**config.mk**
```make
export PLATFORM = sky130hd
export DESIGN_NAME = pipe_ctrl
export DESIGN_NICKNAME = d
export VERILOG_FILES = /design/src/rtl/pipe_ctrl.sv
export SDC_FILE = /design/constraint.sdc
export NUM_CORES = 1
export LEC_CHECK = 0
export CAP_MARGIN = 20
export CORE_ASPECT_RATIO = 0.5
export CORE_MARGIN = 2
export CORE_UTILIZATION = 33
export DETAILED_ROUTE_END_ITERATION = 8
export PLACE_DENSITY = 0.77
export RECOVER_POWER = 50
export SLEW_MARGIN = 20
export SYNTH_ARGS = -nofsm -noshare
export SYNTH_HDL_FRONTEND = slang
export SYNTH_SLANG_ARGS = --single-unit
```
**constraint.sdc**
```tcl
create_clock -name clk -period 1.9 [get_ports clk]
set_input_delay 0.38 -clock clk [delete_from_list [all_inputs] [get_ports clk]]
set_output_delay 0.38 -clock clk [all_outputs]
set_load 0.005 [all_outputs]
```
**src/rtl/pipe_ctrl.sv**
```systemverilog
// pipe_ctrl: pipeline hazard controller for the 5-stage RV32I core.
// Produces the per-register stall vector and the IF/ID flush strobe from
// load-use, data-memory wait and taken-branch events, plus a sticky
// watchdog flag for memory accesses that never complete.
// Optional performance counters are built when PIPE_PERF_CNT_EN is defined.
module pipe_ctrl #(
  parameter int unsigned WAIT_TIMEOUT = 16
) (
  input  logic        clk,
  input  logic        rst,
  input  logic        id_reg1_read,
  input  logic [4:0]  id_reg1_addr,
  input  logic        id_reg2_read,
  input  logic [4:0]  id_reg2_addr,
  input  logic        id_branch_flag,
  input  logic        ex_is_load,
  input  logic [4:0]  ex_waddr,
  input  logic        mem_req,
  input  logic        mem_ready,
  output logic [5:0]  stall,
  output logic        flush_if_id,
  output logic        mem_timeout,
  output logic [31:0] stall_cycles,
  output logic [31:0] flush_count
);

  typedef enum logic [1:0] {
    RUN       = 2'd0,
    MEM_WAIT  = 2'd1,
    LU_BUBBLE = 2'd2
  } state_t;

  localparam logic [7:0] TIMEOUT_CNT = 8'(WAIT_TIMEOUT);

  state_t      r_state;
  logic [7:0]  r_wait_cnt;
  logic        r_mem_timeout;

  logic        w_mem_wait;
  logic        w_load_use;
  logic        w_rs1_hit;
  logic        w_rs2_hit;
  logic [5:0]  w_stall;
  logic        w_flush;
  logic [7:0]  w_cnt_next;

  // Hazard detection from the live ID/EX/MEM inputs
  always_comb begin
    w_mem_wait = mem_req & ~mem_ready;
    w_rs1_hit  = id_reg1_read & (id_reg1_addr == ex_waddr);
    w_rs2_hit  = id_reg2_read & (id_reg2_addr == ex_waddr);
    w_load_use = ex_is_load & (ex_waddr != 5'd0) & (w_rs1_hit | w_rs2_hit);
  end

  // Stall vector and flush strobe, prioritised: memory wait, load-use, branch
  always_comb begin
    w_stall = '0;
    w_flush = 1'b0;
    if (!rst) begin
      if (w_mem_wait) begin
        w_stall = 6'b011111;
      end else if (w_load_use) begin
        w_stall = 6'b000111;
      end
      w_flush = id_branch_flag & ~w_stall[1];
    end
  end

  // Next wait count: restart at 1 on entry, otherwise saturating increment
  always_comb begin
    w_cnt_next = 8'd1;
    if (r_state == MEM_WAIT) begin
      w_cnt_next = (r_wait_cnt == 8'hFF) ? 8'hFF : r_wait_cnt + 8'd1;
    end
  end

  // Sequencer state, wait counter and sticky watchdog flag
  always_ff @(posedge clk) begin
    if (rst) begin
      r_state       <= RUN;
      r_wait_cnt    <= '0;
      r_mem_timeout <= 1'b0;
    end else begin
      case (r_state)
        RUN: begin
          if (w_mem_wait) begin
            r_state <= MEM_WAIT;
          end else if (w_load_use) begin
            r_state <= LU_BUBBLE;
          end
        end
        MEM_WAIT: begin
          if (!w_mem_wait) begin
            r_state <= RUN;
          end
        end
        LU_BUBBLE: begin
          r_state <= w_mem_wait ? MEM_WAIT : RUN;
        end
        default: begin
          r_state <= RUN;
        end
      endcase

      // The first wait cycle is seen while still in RUN/LU_BUBBLE, so the
      // count already holds 1 when MEM_WAIT is entered.
      if (w_mem_wait) begin
        r_wait_cnt <= w_cnt_next;
        if (w_cnt_next >= TIMEOUT_CNT) begin
          r_mem_timeout <= 1'b1;
        end
      end else begin
        r_wait_cnt <= '0;
      end
    end
  end

  assign stall       = w_stall;
  assign flush_if_id = w_flush;
  assign mem_timeout = r_mem_timeout;

`ifdef PIPE_PERF_CNT_EN
  logic [31:0] r_stall_cycles;
  logic [31:0] r_flush_count;

  // Free-running wrap-around performance counters
  always_ff @(posedge clk) begin
    if (rst) begin
      r_stall_cycles <= '0;
      r_flush_count  <= '0;
    end else begin
      if (w_stall != 6'd0) begin
        r_stall_cycles <= r_stall_cycles + 32'd1;
      end
      if (w_flush) begin
        r_flush_count <= r_flush_count + 32'd1;
      end
    end
  end

  assign stall_cycles = r_stall_cycles;
  assign flush_count  = r_flush_count;
`else
  assign stall_cycles = '0;
  assign flush_count  = '0;
`endif

endmodule

```
==> flow_summary.yaml, run 1 <==
status:
  outcome: "complete, but fails checks"
  violations: "setup timing"
clocking:
  clock_path_buffers: 2
  cts_num_sinks: 11
  cts_tree: "yes"
  h-tree-depth: 1
  numCtsBuffers: 3
  clkSlewWorstSetupHoldPaths_ps: 50
  clkLatencyLatePin_ps: 240
  cts_root_buf: "clkbuf_8"
  ctsHoldBuffers: 0
power_and_ir_drop:
  vdd_drop_max_mv: 0.1479
  internal_power_w: 0.0004477
  pwr-share-clk_pct: 38.2
  power.combinational.fraction_pct: 23.2
  p_switching_w: 0.0001614
  leakagePower_nw: 0.6956
  p_per_area_nw_per_um2: 436.2
  switching_share_pct: 26.50
  p_seq_share_pct: 38.5
routing:
  highest_layer: "met4"
  wl_per_cell_um: 8.172
  wl_met1_um: 721
  wl_met2_mm: 1.009
  drc: 0
  dr_wl_met3_um: 195
  dr_total_vias: 874
  avgViaCountPerCell: 3.672
  wl_mm: 1.945
  first_pass_iters: 4
  ant_nets: 0
  drt_iter0_drc: 22
synth:
  yosysWarnings: 0
  synth-simple-area-share_pct: 13.56
  synth_cell_type_count: 37
  async_flop_share_pct: 0
  synthCells: 147
  synth_compound_area_share_pct: 11.02
  synth_ff_type: "dfxtp_1"
  yosysSeqAreaShare_pct: 18.64
  ys_seq_elements: 11
  synth_xor_area_share_pct: 8.898
  synth_edf_count: 0
  synth_top_family_by_area: "buffers and inverters"
  synth_area_per_cell_um2: 8.035
  synth.area.mux_share_pct: 1.695
  synth-adder-area-share_pct: 1.059
  synth_area_um2: 1181
finish:
  area_growth_pct: 18.22
  fillCellCount: 352
  antenna_cells: 0
  nets: 212
  fin_util_pct: 40.66
  final_cell_area_um2: 1396
  drive_gt1_share_pct: 21.39
grt:
  grt_pass1_vias: 698
  antenna_found_initial: 0
  grt_overflow: 0
  grt_max_degree: 10
  track_usage_pct: 9.313
  grt_pass1_wl_mm: 2.794
die:
  num_rows: 15
  io_pins: 95
  fp.dieW_um: 88.61
  core_area_um2: 3435
  dieArea_um2: 4103
  fp.dieH_um: 46.31
  start_util_pct: 34.39
sta:
  final.min_clock_period_ps: 1993
  hold_viol_final: 0
  fmax_mhz: 501.7
  slew_violations: 0
  setup_viol: 4
  setup_slack_ps: -93.17
  grt_setup_unrepaired: "yes"
  fin_skew_ps: 4.648
  fin_crit_sh_pct: 104.9
placed_design:
  gp_congestion: 0.7273
  io_buffers: 29
  dpl_cell_area_um2: 1336
  dp_hpwl_mm: 1.630
critical_path:
  critPathCaptureType: "output port"
  ff2ff_setup_slack_ps: 440
  critPathKind: "input pin to output port"
  reg2reg_to: "r_wait_cnt[0]"
  arrival_ps: 1610
  endpoint: "flush_if_id"
  critPathLaunch: "ex_waddr[1]"
  cp-start-kind: "input pin"
  r2r-start: "r_wait_cnt[0]"
  path_max_fanout: 3
  crit_required_ps: 1520
  reg2reg_depth: 5
job:
  drv_cap: 0
worst_hold_path:
  hold_path.class: "flop to flop"
kinds of logic after synthesis:
family,Yosys count
buffers and inverters,73
other,1
xor gates and xnor gates,12
adders and majority gates,1
muxes,2
DFF,11
AOI/OAI and AO/OA,19
and+or+nand+nor,28
worst min path at each step:
stage	startpoint	endpoint	slack (ps)	cells past startpoint
3_5_place_dp	r_state[0]	r_state[0]	430	1
6_report	r_state[0]	r_state[0]	440	1
4_1_cts	r_state[0]	r_state[0]	440	1
5_1_grt	r_state[0]	r_state[0]	480	1
3_3_place_gp	r_state[0]	r_state[0]	430	1
2_1_floorplan	r_state[0]	r_state[0]	420	1
critical path: stages:
cell     delay, ps
buf_8          110
xor2_2         160
nor4_2         310
a32oi_2        180
buf_4          160
o211a_1        190
buf_2          120
stage by stage:
| stage | worst slack (ps) | total power, W | hold slack (ps) | setup TNS [ps] | std cells |
|---|---|---|---|---|---|
| after floorplan | 94.32 | 0.0003981 | 423.8 | 0 | 211 |
| after global placement | -872.6 | 0.0003767 | 427.4 | -4095 | 232 |
| after detailed placement | -867.8 | 0.0003785 | 433.5 | -4038 | 232 |
| after CTS | -120.3 | 0.0006091 | 439.9 | -273.8 | 238 |
| after global routing | -146.4 | 0.0006509 | 484.1 | -519.2 | 238 |
| final | -93.17 | 0.0006091 | 436.5 | -144.0 | 238 |
synth_stat cells (2+ instances only):
master / instances / area, µm²
inv_1: 4 / 15.01
a31oi_1: 2 / 12.51
nand3_1: 2 / 10.01
nor2_1: 5 / 18.77
and3_1: 2 / 12.51
buf_4: 68 / 510.5
nor2b_1: 2 / 12.51
mux2i_1: 2 / 20.02
o21ai_0: 2 / 10.01
nand2_1: 3 / 11.26
a21oi_1: 8 / 40.04
nor4_1: 2 / 12.51
xor2_1: 9 / 78.83
dfxtp_1: 11 / 220.2
xnor2_1: 3 / 26.28
state kept, by name, summed over array words and instances, names as in the netlist:
name and cells:
mem_timeout 1, r_wait_cnt 8, r_state 2
layer usage:
metal / vias up / global-route usage [%]
met5: - / 0
met4: 0 / 5.455
met3: 2 / 3.047
met2: 50 / 17.14
met1: 388 / 9.609
li1: 434 / -
cell usage in the layout (no fill, tap or decap), drive strengths merged, types with 2 or more instances in the layout:
cell type,synthesis,routed
a21oi,8,8
a31oi,2,2
and2,2,2
and3,2,2
buf,68,22
clkbuf,1,7
clkdlybuf4s15,0,4
clkdlybuf4s50,0,7
conb,1,65
dfxtp,11,11
dlygate4sd2,0,4
inv,4,4
mux2i,2,2
nand2,4,4
nand3,2,2
nor2,5,5
nor2b,2,2
nor4,2,2
o21ai,3,3
or2,2,2
xnor2,3,3
xor2,9,9
area by class of cell:
class | count | area (µm²) | area share [%]
flip-flops and latches | 11 | 220.2 | 15.77
inverters | 4 | 15.01 | 1.075
repair buffers | 41 | 330.3 | 23.66
well taps | 51 | 63.81 | 4.570
multi-input cells | 127 | 721.9 | 51.70
clock buffers | 4 | 45.04 | 3.226
power by group through the flow:
stage	clock network [W]	registers, W	logic, W
2_1_floorplan	0	0.000239	0.000159
3_3_place_gp	0	0.000239	0.000138
3_5_place_dp	0	0.000239	0.000139
4_1_cts	0.000242	0.000235	0.000133
5_1_grt	0.000256	0.000235	0.000160
6_report	0.000233	0.000235	0.000142
what timing repair did:
action | CTS | global route
pin swaps | 14 | 6
resized for setup | 62 | 14
endpoints found under the hold margin | 0 | 0
buffers inserted | 2 | 0
setup endpoints to repair | 6 | 4
(Power assumes the default switching activity.)
==> run 2: changes to the inputs <==
--- a/config.mk
+++ b/config.mk
@@ -12,7 +12,7 @@
 export DETAILED_ROUTE_END_ITERATION = 8
 export PLACE_DENSITY = 0.77
 export RECOVER_POWER = 50
-export SLEW_MARGIN = 20
+export REMOVE_ABC_BUFFERS = 1
 export SYNTH_ARGS = -nofsm -noshare
 export SYNTH_HDL_FRONTEND = slang
 export SYNTH_SLANG_ARGS = --single-unit
==> run 2 against run 1 <==
Against the previous run:
- the run still ends with setup timing left
- clock skew up 3.0 ps
- total power down 0.18%
- maximum frequency up 2.0%
- combinational power about the same
- utilization down 0.58 points
- via count up 1.5%
- sequential power about the same
- final cell count up 0.42%
- die area unchanged
- global-route usage up 0.11 points
- count of clock-buffer cells in the layout unchanged
- critical path type unchanged
- highest routed layer unchanged
==> flow_summary.yaml, run 2 (synthesis gave the netlist of run 1 again) <==
status:
  outcome: "complete, but fails checks"
  violations: "setup timing"
finish:
  final_cell_mix: "65 x conb_1, 12 x buf_2, 11 x buf_4, 11 x dfxtp_1"
  final_common_cell: "conb_1"
  area_growth_pct: 16.53
  final_cell_area_um2: 1376
  fillCellCount: 370
  largest_register_ffs: 8
  antenna_cells: 0
  fin_util_pct: 40.07
  drive_gt1_share_pct: 20.74
  nets: 213
  largest_register: "r_wait_cnt"
clocking:
  cts_num_sinks: 11
  cts_root_buf: "clkbuf_8"
  ctsHoldBuffers: 0
  numCtsBuffers: 3
  h-tree-depth: 1
  clkLatencyLatePin_ps: 240
  clkSlewWorstSetupHoldPaths_ps: 50
  cts_tree: "yes"
  clock_path_buffers: 2
power_and_ir_drop:
  leakagePower_nw: 0.6877
  vdd_drop_max_mv: 0.1654
  p_per_area_nw_per_um2: 441.7
die:
  fp.dieW_um: 88.61
  dieArea_um2: 4103
  core_area_um2: 3435
  fp.dieH_um: 46.31
  num_rows: 15
  start_util_pct: 34.39
  io_pins: 95
routing:
  drt_iter0_drc: 12
  ant_nets: 0
  avgViaCountPerCell: 3.711
  dr_total_vias: 887
  wl_mm: 1.969
  first_pass_iters: 4
  wl_per_cell_um: 8.238
  drc: 0
sta:
  fin_hold_ws_ps: 438.8
  fin_skew_ps: 7.648
  hold_viol_final: 0
  fin_crit_sh_pct: 102.9
  slew_violations: 0
  setup_viol: 4
  fmax_mhz: 511.6
  setup_slack_ps: -54.62
  final.min_clock_period_ps: 1955
  grt_setup_unrepaired: "yes"
placed_design:
  gp_congestion: 0.7407
  dpl_cell_area_um2: 1336
  io_buffers: 29
  dp_hpwl_mm: 1.687
worst_hold_path:
  hold_path.class: "flop to flop"
  worstHoldStart: "r_state[0]"
critical_path:
  critPathKind: "input pin to output port"
  path_buf_inv: 3
  arrival_ps: 1570
  critical-path-slowest-cell: "nor4_2"
  r2r-start: "r_wait_cnt[0]"
  critPathCaptureType: "output port"
  critical-path-top-delay-family: "buffers and inverters"
  cp-start-kind: "input pin"
  path_max_fanout: 2
  critical_path.max_stage_delay_ps: 290
  crit_required_ps: 1520
  cp_cell_sequence: "buf_6 > xor2_2 > nor4_2 > a32oi_2 > buf_4 > o211a_1 > buf_2"
  critPathLaunch: "id_reg2_addr[1]"
grt:
  grt_overflow: 0
  track_usage_pct: 9.420
  grt_pass1_wl_mm: 2.849
  grt_max_degree: 10
  antenna_found_initial: 0
  grt_pass1_vias: 665
job:
  drv_cap: 0
## run 2: cell types whose count changed in the layout (fill, tap and decap cells not counted), sizes merged, moves of 2 or more
cell,delta
buf,+4
clkdlybuf4s15,-3
clkdlybuf4s50,-2
dlygate4sd2,+2
dlygate4sd3,+2
## run 2: repair_timing
| item | CTS | global route |
|---|---|---|
| resized for setup | 78 | 1 |
| pin swaps | 16 | 2 |
| gates cloned | 0 | 0 |
| buffers inserted | 3 | 0 |
| setup endpoints to repair | 6 | 4 |
## run 2: final timing paths
kind,depth (start not counted),slack (ps),end
max reg2reg,5,440,r_wait_cnt[0]
min,1,440,r_state[0]
min reg2reg,1,440,r_state[0]
max,7,-50,flush_if_id
## run 2: layout make-up
cell class / instances / area, µm² / share of cell area, %
flip-flops and latches: 11 / 220.2 / 16.00
multi-input cells: 127 / 711.9 / 51.73
well taps: 51 / 63.81 / 4.636
inverters: 4 / 15.01 / 1.091
repair buffers: 42 / 320.3 / 23.27
clock buffers: 4 / 45.04 / 3.273
## run 2: per-layer routing
metal	GRT usage (%)	wire length, µm	vias up
met5	0	0	-
met4	3.636	29	0
met3	3.763	214	4
met2	18.20	998	58
met1	9.372	727	386
li1	-	-	439
## run 2: stage by stage
step,setup WS [ps],power (W),cells,setup TNS (ps)
after floorplan,200.7,0.0002972,142,0
after global placement,-807.9,0.0003776,232,-3735
after detailed placement,-860.1,0.0003806,232,-3933
after CTS,-72.22,0.0006110,239,-160.4
after global routing,-125.1,0.0006489,239,-481.7
final,-54.62,0.0006080,239,-123.4
## run 2: report_power, final
part	internal, W	leakage, nW	switching, W
Combinational	0.0000668	0.576	0.0000742
Clock	0.000147	0.0228	0.0000853
Sequential	0.000233	0.0889	0.00000154
Total	0.000447	0.688	0.000161
